File: config.mk
export PLATFORM = sky130hd
export DESIGN_NAME = alu181_vector_player
export DESIGN_NICKNAME = d
export VERILOG_FILES = /design/src/rtl/alu181_pkg.sv /design/src/rtl/alu181_vector_rom.sv /design/src/rtl/alu181_vector_player.sv
export SDC_FILE = /design/constraint.sdc
export NUM_CORES = 1
export LEC_CHECK = 0
export ABC_AREA = 1
export BUFFER_PORTS_ARGS = -buffer_cell sky130_fd_sc_hd__buf_2
export CORE_ASPECT_RATIO = 1.1
export CORE_MARGIN = 3
export CORE_UTILIZATION = 34
export CTS_CLUSTER_DIAMETER = 40
export CTS_CLUSTER_SIZE = 10
export DETAILED_ROUTE_END_ITERATION = 10
export HOLD_SLACK_MARGIN = 0.06
export SETUP_SLACK_MARGIN = 0.4
export SLEW_MARGIN = 10
export SYNTH_ARGS = -nofsm -noshare
export SYNTH_HDL_FRONTEND = slang
export SYNTH_HIERARCHICAL = 1
export SYNTH_SLANG_ARGS = --single-unit
File: constraint.sdc
create_clock -name clk -period 4.1 [get_ports clk]
set_clock_uncertainty 0.1 [all_clocks]
set_input_delay 0.82 -clock clk [delete_from_list [all_inputs] [get_ports clk]]
set_output_delay 0.82 -clock clk [all_outputs]
set_load 0.02 [all_outputs]
File: src/rtl/alu181_pkg.sv
// Shared types and field layout for the 74181 vector player and its ROM.
package alu181_pkg;

  localparam int unsigned VEC_W = 30;
  localparam int unsigned DRV_W = 14;
  localparam int unsigned OBS_W = 8;

  localparam int unsigned DRV_LSB  = 0;
  localparam int unsigned EXP_LSB  = 14;
  localparam int unsigned CARE_LSB = 22;

  typedef enum logic [2:0] {
    IDLE,
    FETCH,
    DRIVE,
    SETTLE,
    CHECK,
    DONE
  } state_t;

  // Observation bit order in exp/care: {cn4, aeqb, p_n, g_n, f_n[3:0]}
  typedef struct packed {
    logic [OBS_W-1:0] care;
    logic [OBS_W-1:0] exp_bits;
    logic             cn;
    logic [3:0]       a_n;
    logic [3:0]       b_n;
    logic [3:0]       s;
    logic             m;
  } vec_t;

  function automatic logic mismatch(input logic [OBS_W-1:0] obs,
                                    input logic [OBS_W-1:0] exp_bits,
                                    input logic [OBS_W-1:0] care);
    return |((obs ^ exp_bits) & care);
  endfunction

endpackage

File: src/rtl/alu181_vector_rom.sv
// Vector ROM with a one-cycle registered read; contents fixed at elaboration.
module alu181_vector_rom
  import alu181_pkg::*;
#(
  parameter int unsigned                   NUM_VECTORS = 16,
  parameter int unsigned                   ADDR_W      = 4,
  parameter logic [NUM_VECTORS*VEC_W-1:0]  INIT        = '0
) (
  input  logic              clk,
  input  logic [ADDR_W-1:0] addr,
  output vec_t              data
);

  always_ff @(posedge clk) begin
    data <= vec_t'(INIT[32'(addr) * VEC_W +: VEC_W]);
  end

endmodule

File: src/rtl/alu181_vector_player.sv
// Steps through the vector ROM, drives the 74181 pins, waits to settle and
// compares the sampled result pins against expected values under a care mask.
module alu181_vector_player
  import alu181_pkg::*;
#(
  parameter int unsigned                  NUM_VECTORS   = 16,
  parameter int unsigned                  SETTLE_CYCLES = 2,
  parameter int unsigned                  FAIL_W        = 8,
  parameter logic [NUM_VECTORS*VEC_W-1:0] ROM_INIT      = '0,
  localparam int unsigned                 ADDR_W        = (NUM_VECTORS > 1) ? $clog2(NUM_VECTORS) : 1
) (
  input  logic              clk,
  input  logic              rst,
  input  logic              start,
  output logic              cn,
  output logic [3:0]        a_n,
  output logic [3:0]        b_n,
  output logic [3:0]        s,
  output logic              m,
  input  logic [3:0]        f_n,
  input  logic              g_n,
  input  logic              p_n,
  input  logic              aeqb,
  input  logic              cn4,
  output logic              busy,
  output logic              done,
  output logic              pass,
  output logic [FAIL_W-1:0] fail_count,
  output logic [ADDR_W-1:0] first_fail
);

  localparam int unsigned       SET_W       = $clog2(SETTLE_CYCLES + 1);
  localparam logic [ADDR_W-1:0] LAST_IDX    = ADDR_W'(NUM_VECTORS - 1);
  localparam logic [SET_W-1:0]  SETTLE_LOAD = SET_W'(SETTLE_CYCLES - 1);

  state_t             state;
  logic [ADDR_W-1:0]  idx;
  logic [SET_W-1:0]   settle_cnt;
  vec_t               rom_q;
  logic [OBS_W-1:0]   obs_c;
  logic               mism_c;

  alu181_vector_rom #(
    .NUM_VECTORS (NUM_VECTORS),
    .ADDR_W      (ADDR_W),
    .INIT        (ROM_INIT)
  ) u_rom (
    .clk  (clk),
    .addr (idx),
    .data (rom_q)
  );

  assign obs_c  = {cn4, aeqb, p_n, g_n, f_n};
  assign mism_c = mismatch(obs_c, rom_q.exp_bits, rom_q.care);

  // Sequencer: ROM address is held at idx from FETCH through CHECK, so rom_q stays valid.
  always_ff @(posedge clk) begin
    if (rst) begin
      state      <= IDLE;
      idx        <= '0;
      settle_cnt <= '0;
      cn         <= 1'b0;
      a_n        <= '0;
      b_n        <= '0;
      s          <= '0;
      m          <= 1'b0;
      busy       <= 1'b0;
      done       <= 1'b0;
      pass       <= 1'b0;
      fail_count <= '0;
      first_fail <= '0;
    end else begin
      case (state)
        IDLE, DONE: begin
          if (start) begin
            idx        <= '0;
            fail_count <= '0;
            first_fail <= '0;
            done       <= 1'b0;
            pass       <= 1'b0;
            busy       <= 1'b1;
            state      <= FETCH;
          end
        end
        FETCH: state <= DRIVE;
        DRIVE: begin
          cn         <= rom_q.cn;
          a_n        <= rom_q.a_n;
          b_n        <= rom_q.b_n;
          s          <= rom_q.s;
          m          <= rom_q.m;
          settle_cnt <= SETTLE_LOAD;
          state      <= SETTLE;
        end
        SETTLE: begin
          if (settle_cnt == '0) state <= CHECK;
          else                  settle_cnt <= settle_cnt - SET_W'(1);
        end
        CHECK: begin
          if (mism_c) begin
            if (fail_count != '1) fail_count <= fail_count + FAIL_W'(1);
            if (fail_count == '0) first_fail <= idx;
          end
          if (idx == LAST_IDX) begin
            busy  <= 1'b0;
            done  <= 1'b1;
            pass  <= (fail_count == '0) && !mism_c;
            state <= DONE;
          end else begin
            idx   <= idx + ADDR_W'(1);
            state <= FETCH;
          end
        end
        default: state <= IDLE;
      endcase
    end
  end

endmodule
# --- After elaboration in Yosys (flattened, before gate mapping) ---
# Index checks and enable logic that the tools add are counted.
# Widths: inputs -> output; s select.
word_totals:
  regBits: 68
  word_cells: 81
classes:
  add_sub_neg: 3
  n_mul: 1
  n_eq_ne: 15
  shift: 1
  muxes: 24
  bitwise: 2
  reduce_logical: 15
ops:
  columns: ["op", "count"]
  rows:
  - ["$shiftx 480x10->30 const A", 1]
  - ["$mux 8", 3]
  - ["$mux 4", 4]
  - ["$ne 2x2->1 const B", 8]
  - ["$pmux 4 s2", 2]
  - ["$pmux 8 s2", 1]
  - ["$pmux 3 s5", 1]
  - ["$mux 3", 3]
  - ["$add 8x1->8 const B", 1]
  - ["$and 8x8->8", 1]
  - ["$logic_not 8->1", 1]
  - ["$mul 4x4->8 const B", 1]
  - ["$ne 8x8->1 const B", 1]
  - ["$reduce_and 4->1", 2]
  - ["$reduce_or 8->1", 1]
  - ["$xor 8x8->8", 1]
  - ["$eq 3x2->1 const B", 2]
  - ["$eq 3x3->1 const B", 2]
  - ["$pmux 1 s2", 3]
  - ["$reduce_and 3->1", 2]
  - ["$mux 1", 5]
  - ["$add 4x1->4 const B", 1]
  - ["$eq 4x4->1 const B", 1]
  - ["$pmux 2 s2", 1]
  - ["other kinds (10)", 12]

# --- Depth between registers and ports, before layout ---
depth:
  word_depth: 7
  ltp_mapped: 11
  mapped_depth_nobuf: 10

# --- Modules after synthesis ---
# Netlist, hierarchy kept.
modules_own_cells:
  columns: ["mod", "n_inst", "cells_each", "area_per_inst_um2", "seq_area_each_um2"]
  rows:
  - ["alu181_vector_player", 1, 295, 1950.6, 760.7]
  - ["alu181_vector_rom", 1, 31, 229.0, 0.0]

# --- Worst setup path before layout ---
# Ideal clock, no wire load.
synth_timing:
  path_kind: "input to register"
  start: "input start"
  end: "register idx[0]"
  setup_ns: 0.070
  t_arrival_ns: 1.578
  required_time_ns: 3.930
  path_slack_ns: 2.353
  path_stages: 7
  n_path_buf: 0
  path_cell_list: "inv_1 > nand2_1 > nand2_4 > nor2_1 > inv_1 > or2_1 > a21oi_1"
synth_between:
  elab_chain_len: 2
synth_rtl:
  columns: ["element", "line", "text"]
  rows:
  - ["start: declaration", "alu181_vector_player.sv:14", "input logic start,"]
  - ["$ne 2x2->1 (no line)", null, null]
  - ["$reduce_and 3->1 (no line)", null, null]
  - ["end signal: assignment", "alu181_vector_player.sv:110", "idx <= idx + ADDR_W'(1);"]
  - ["end: declaration", "alu181_vector_player.sv:37", "logic [ADDR_W-1:0] idx;"]
# Every way passes these cells.
# A chain may end at the register's enable or synchronous reset.

# --- Worst setup path after layout ---
layout_timing:
  start: "register state[0]"
  end: "register fail_count[0]"
layout_between:
  elab_chain_len: 4
  word_cells_on_any_way: 10
  classes_between: "eq/ne: 5; mux: 1; reduce/logical: 4"
layout_rtl:
  columns: ["element", "line", "text"]
  rows:
  - ["start: declaration", "alu181_vector_player.sv:36", "state_t state;"]
  - ["start signal: assignment", "alu181_vector_player.sv:59", "state <= IDLE;"]
  - ["start signal: assignment", "alu181_vector_player.sv:82", "state <= FETCH;"]
  - ["start signal: assignment", "alu181_vector_player.sv:85", "FETCH: state <= DRIVE;"]
  - ["$eq 3x3->1 or $logic_not 3->1 (tied branches)", "alu181_vector_player.sv:73", "case (state)"]
  - ["$reduce_or 2->1", "alu181_vector_player.sv:73", null]
  - ["$ne 2x2->1 (no line) or $reduce_bool 2->1 (tied branches)", null, null]
  - ["$reduce_and 4->1 (no line)", null, null]
  - ["end signal: assignment", "alu181_vector_player.sv:101", "if (fail_count != '1) fail_count <= fail_count + FAIL_W'(1);"]
  - ["end: declaration", "alu181_vector_player.sv:28", "output logic [FAIL_W-1:0] fail_count,"]
# Several ways; a longest one is shown, not always the timed one.

==> results.md <==
- Nets: about 380
- Post-route minimum period: around 1.9 ns
- Root Driver: clkbuf_8
- Status: finished clean
- Hold Buf Count CTS: 0
- Dpl cell area: roughly 2300 sq um
- Post-route ant nets: 0
- Post-route setup slack: ~2.2 ns
- Sink Count: 38
- FFs w/ async S/R, synth: 0%
- #FFs+latches synth: 38
- Grt ovf: 0
- First-pass GRT wire length: 7360 um
- Max-cap viol count: 0
- Vias per cell: 4.30
- H-tree levels: 2
- Setup CP Type: register to register
- Dominant synthesized flop cell: dfxtp_1
- Fillers: between 600 and 700
- Rel. slew slack: between 50% and 60%
- Core Util, Final: 40.0%
- Top-count cell post-synth: nor2_1
- Antenna violations before repair: 0
- Grt met1 use: between 10% and 20%
- Final Cell Area: approximately 2400 sq um
- Vias: ~1900
- Hpwl dp: between 3000 and 4000 um
- Routing usage on met3: around 3.5%
- Peak Freq: 523 MHz
- Die ar.: 7410 sq um
- CP Capture Type: register
- Crit Path Max Fanout: 14
- Final GP Congestion: slightly below 0.8
- Dpl cells: 434
- Antenna diodes: 0
- Wire per inst: about 9.6 um
- Final setup violation count: 0
- Seq/Total Area, Yosys: about a third
- Fin crit share: 46.7%
- Core area: around 6000 sq um
- Hold Crit Class: register to register
- Final Hold Fails: 0
- RSZ-0062 raised after global routing: no
- Final WL: ~4200 um
- Power density over the cells: 476 nW/um^2
- Max IR drop VDD: just under 300 uV
- Worst Path Required: roughly 4.2 ns
- Area Overhead vs Synth: 9.99%
- Initial Util: 36.4%
- Clock transition at path regs: approximately 0.070 ns
- Clk buf depth: 2
- I/O pin cnt: 40
- Die Span X: approximately 82 um
- Top post-synthesis cells by area: dfxtp_1, nor2_1, buf_4, nand2_1, nand3_1
- Row count: 29
- Worst Path Arrival: 1.99 ns
- Dpl ws: slightly above 2 ns
- CTS tree: done
- CTS Buf Count: 5
- Post-synth top cells: nor2_1, nand2_1, dfxtp_1, inv_1, buf_4
- Post-CTS Setup Inserts: 0
- Top-area cell type share of the netlist area: a little over a third
- Mean Syn Cell Area: around 6.7 sq um
- Die height: 90.0 um
- Final TNS setup: 0 ns
- Yosys warns: 6
- Post-Syn Instances: 326
- Vias in the first global route: about 1700
- Number of synthesized flops with an enable pin: 0
- Synth area leader: dfxtp_1
- Total GRT Usage: 12.4%
- Drt pass-1 iters: 4
- Ratio of cells with drive above 1 in the final layout: a little under a fifth
- DRC Markers: 0
- GRT busiest layer: met2
- Largest net degree at the start of global routing: 27
- Initial DRC count: 80
- Met2 Usage GRT: between 10% and 20%
- Slew Limit Fails: 0
- Count of cell types in the netlist: 32
- Worst skew pair latency: slightly below 0.3 ns
- Least-Margin Pin Slew: between 0.6 and 0.7 ns
- Port bufs: 39
- Finished Layout Cells: 441
- Crit path launch type: register
- Pleak: between 1 and 1.5 nW
- Cell area after synthesis: 2180 sq um
- Post-cts gate resize count: 0
==> critical path: stages, from the launching register on <==
cell     delay, ns
dfxtp_1       0.34
inv_1         0.07
nand2_2       0.07
nor2_4        0.31
o21ai_2       0.13
nor2_4        0.14
nand3_2       0.24
nand2_2       0.21
inv_2         0.07
nor2_1        0.08
nor2_1        0.04
==> flip-flops by register name, indices dropped and copies added, names as in the netlist, 2 cells and up <==
| register | cells |
|---|---|
| idx | 4 |
| first_fail | 4 |
| state | 3 |
| s | 4 |
| b_n | 4 |
| a_n | 4 |
| fail_count | 8 |
| settle_cnt | 2 |
==> per-layer routing <==
layer | vias to the layer above | share of wire (%)
met5 | - | 0
met1 | 814 | 48
met3 | 6 | 5.2
met2 | 32 | 45
li1 | 1046 | -
met4 | 0 | 1.7
==> power by group <==
part           switching, W  internal, W
clock              0.000125     0.000114
combinational      0.000279     0.000141
sequential        0.0000465     0.000436
==> cell families after synthesis <==
group                      synth area share (%)
AOI/OAI and AO/OA                          9.30
xor gates and xnor gates                  0.402
adders and majority gates                  2.30
buffers and inverters                      18.3
DFF                                        34.9
other                                     0.172
and+or+nand+nor                            34.7
==> cell usage in the layout (no fill, tap or decap), types with 2 or more instances in the layout <==
| cell type | n |
|---|---|
| nor2_1 | 64 |
| nand2_1 | 58 |
| buf_2 | 39 |
| dfxtp_1 | 38 |
| inv_1 | 32 |
| conb_1 | 30 |
| nand3_1 | 25 |
| o21ai_0 | 20 |
| a21oi_1 | 12 |
| or2_2 | 5 |
| clkbuf_8 | 5 |
| ha_1 | 4 |
| nor2_4 | 3 |
| clkinv_2 | 3 |
| inv_2 | 3 |
| nand4_1 | 3 |
| nor2_2 | 3 |
| nor3_1 | 3 |
| nand2_2 | 2 |
| nor3b_1 | 2 |
| a31oi_1 | 2 |
==> path summary, 6_finish.rpt <==
| kind | from | endpoint | slack, ns | cells past startpoint |
|---|---|---|---|---|
| setup / recovery | state[0] | fail_count[0] | 2.19 | 10 |
| hold / removal | first_fail[3] | first_fail[3] | 0.36 | 2 |
| setup reg to reg | state[0] | fail_count[0] | 2.19 | 10 |
| hold reg to reg | first_fail[3] | first_fail[3] | 0.36 | 2 |
==> area by class of cell <==
class | instances | area, sq um | area share (%)
clock buffer | 5 | 68.8 | 2.87
clock inverter | 2 | 10.0 | 0.418
inverter | 36 | 136 | 5.69
multi-input combinational | 244 | 1130 | 47.1
sequential | 38 | 761 | 31.7
tap | 77 | 96.3 | 4.02
timing repair buffer | 39 | 195 | 8.14
==> stage by stage <==
stage	hold slack, ns	power [W]
floorplan	0.344	0.000822
global placement	0.353	0.000908
detailed placement	0.354	0.000915
CTS	0.370	0.00116
global route	0.386	0.00124
finish	0.365	0.00114
(Power assumes the default switching activity.)
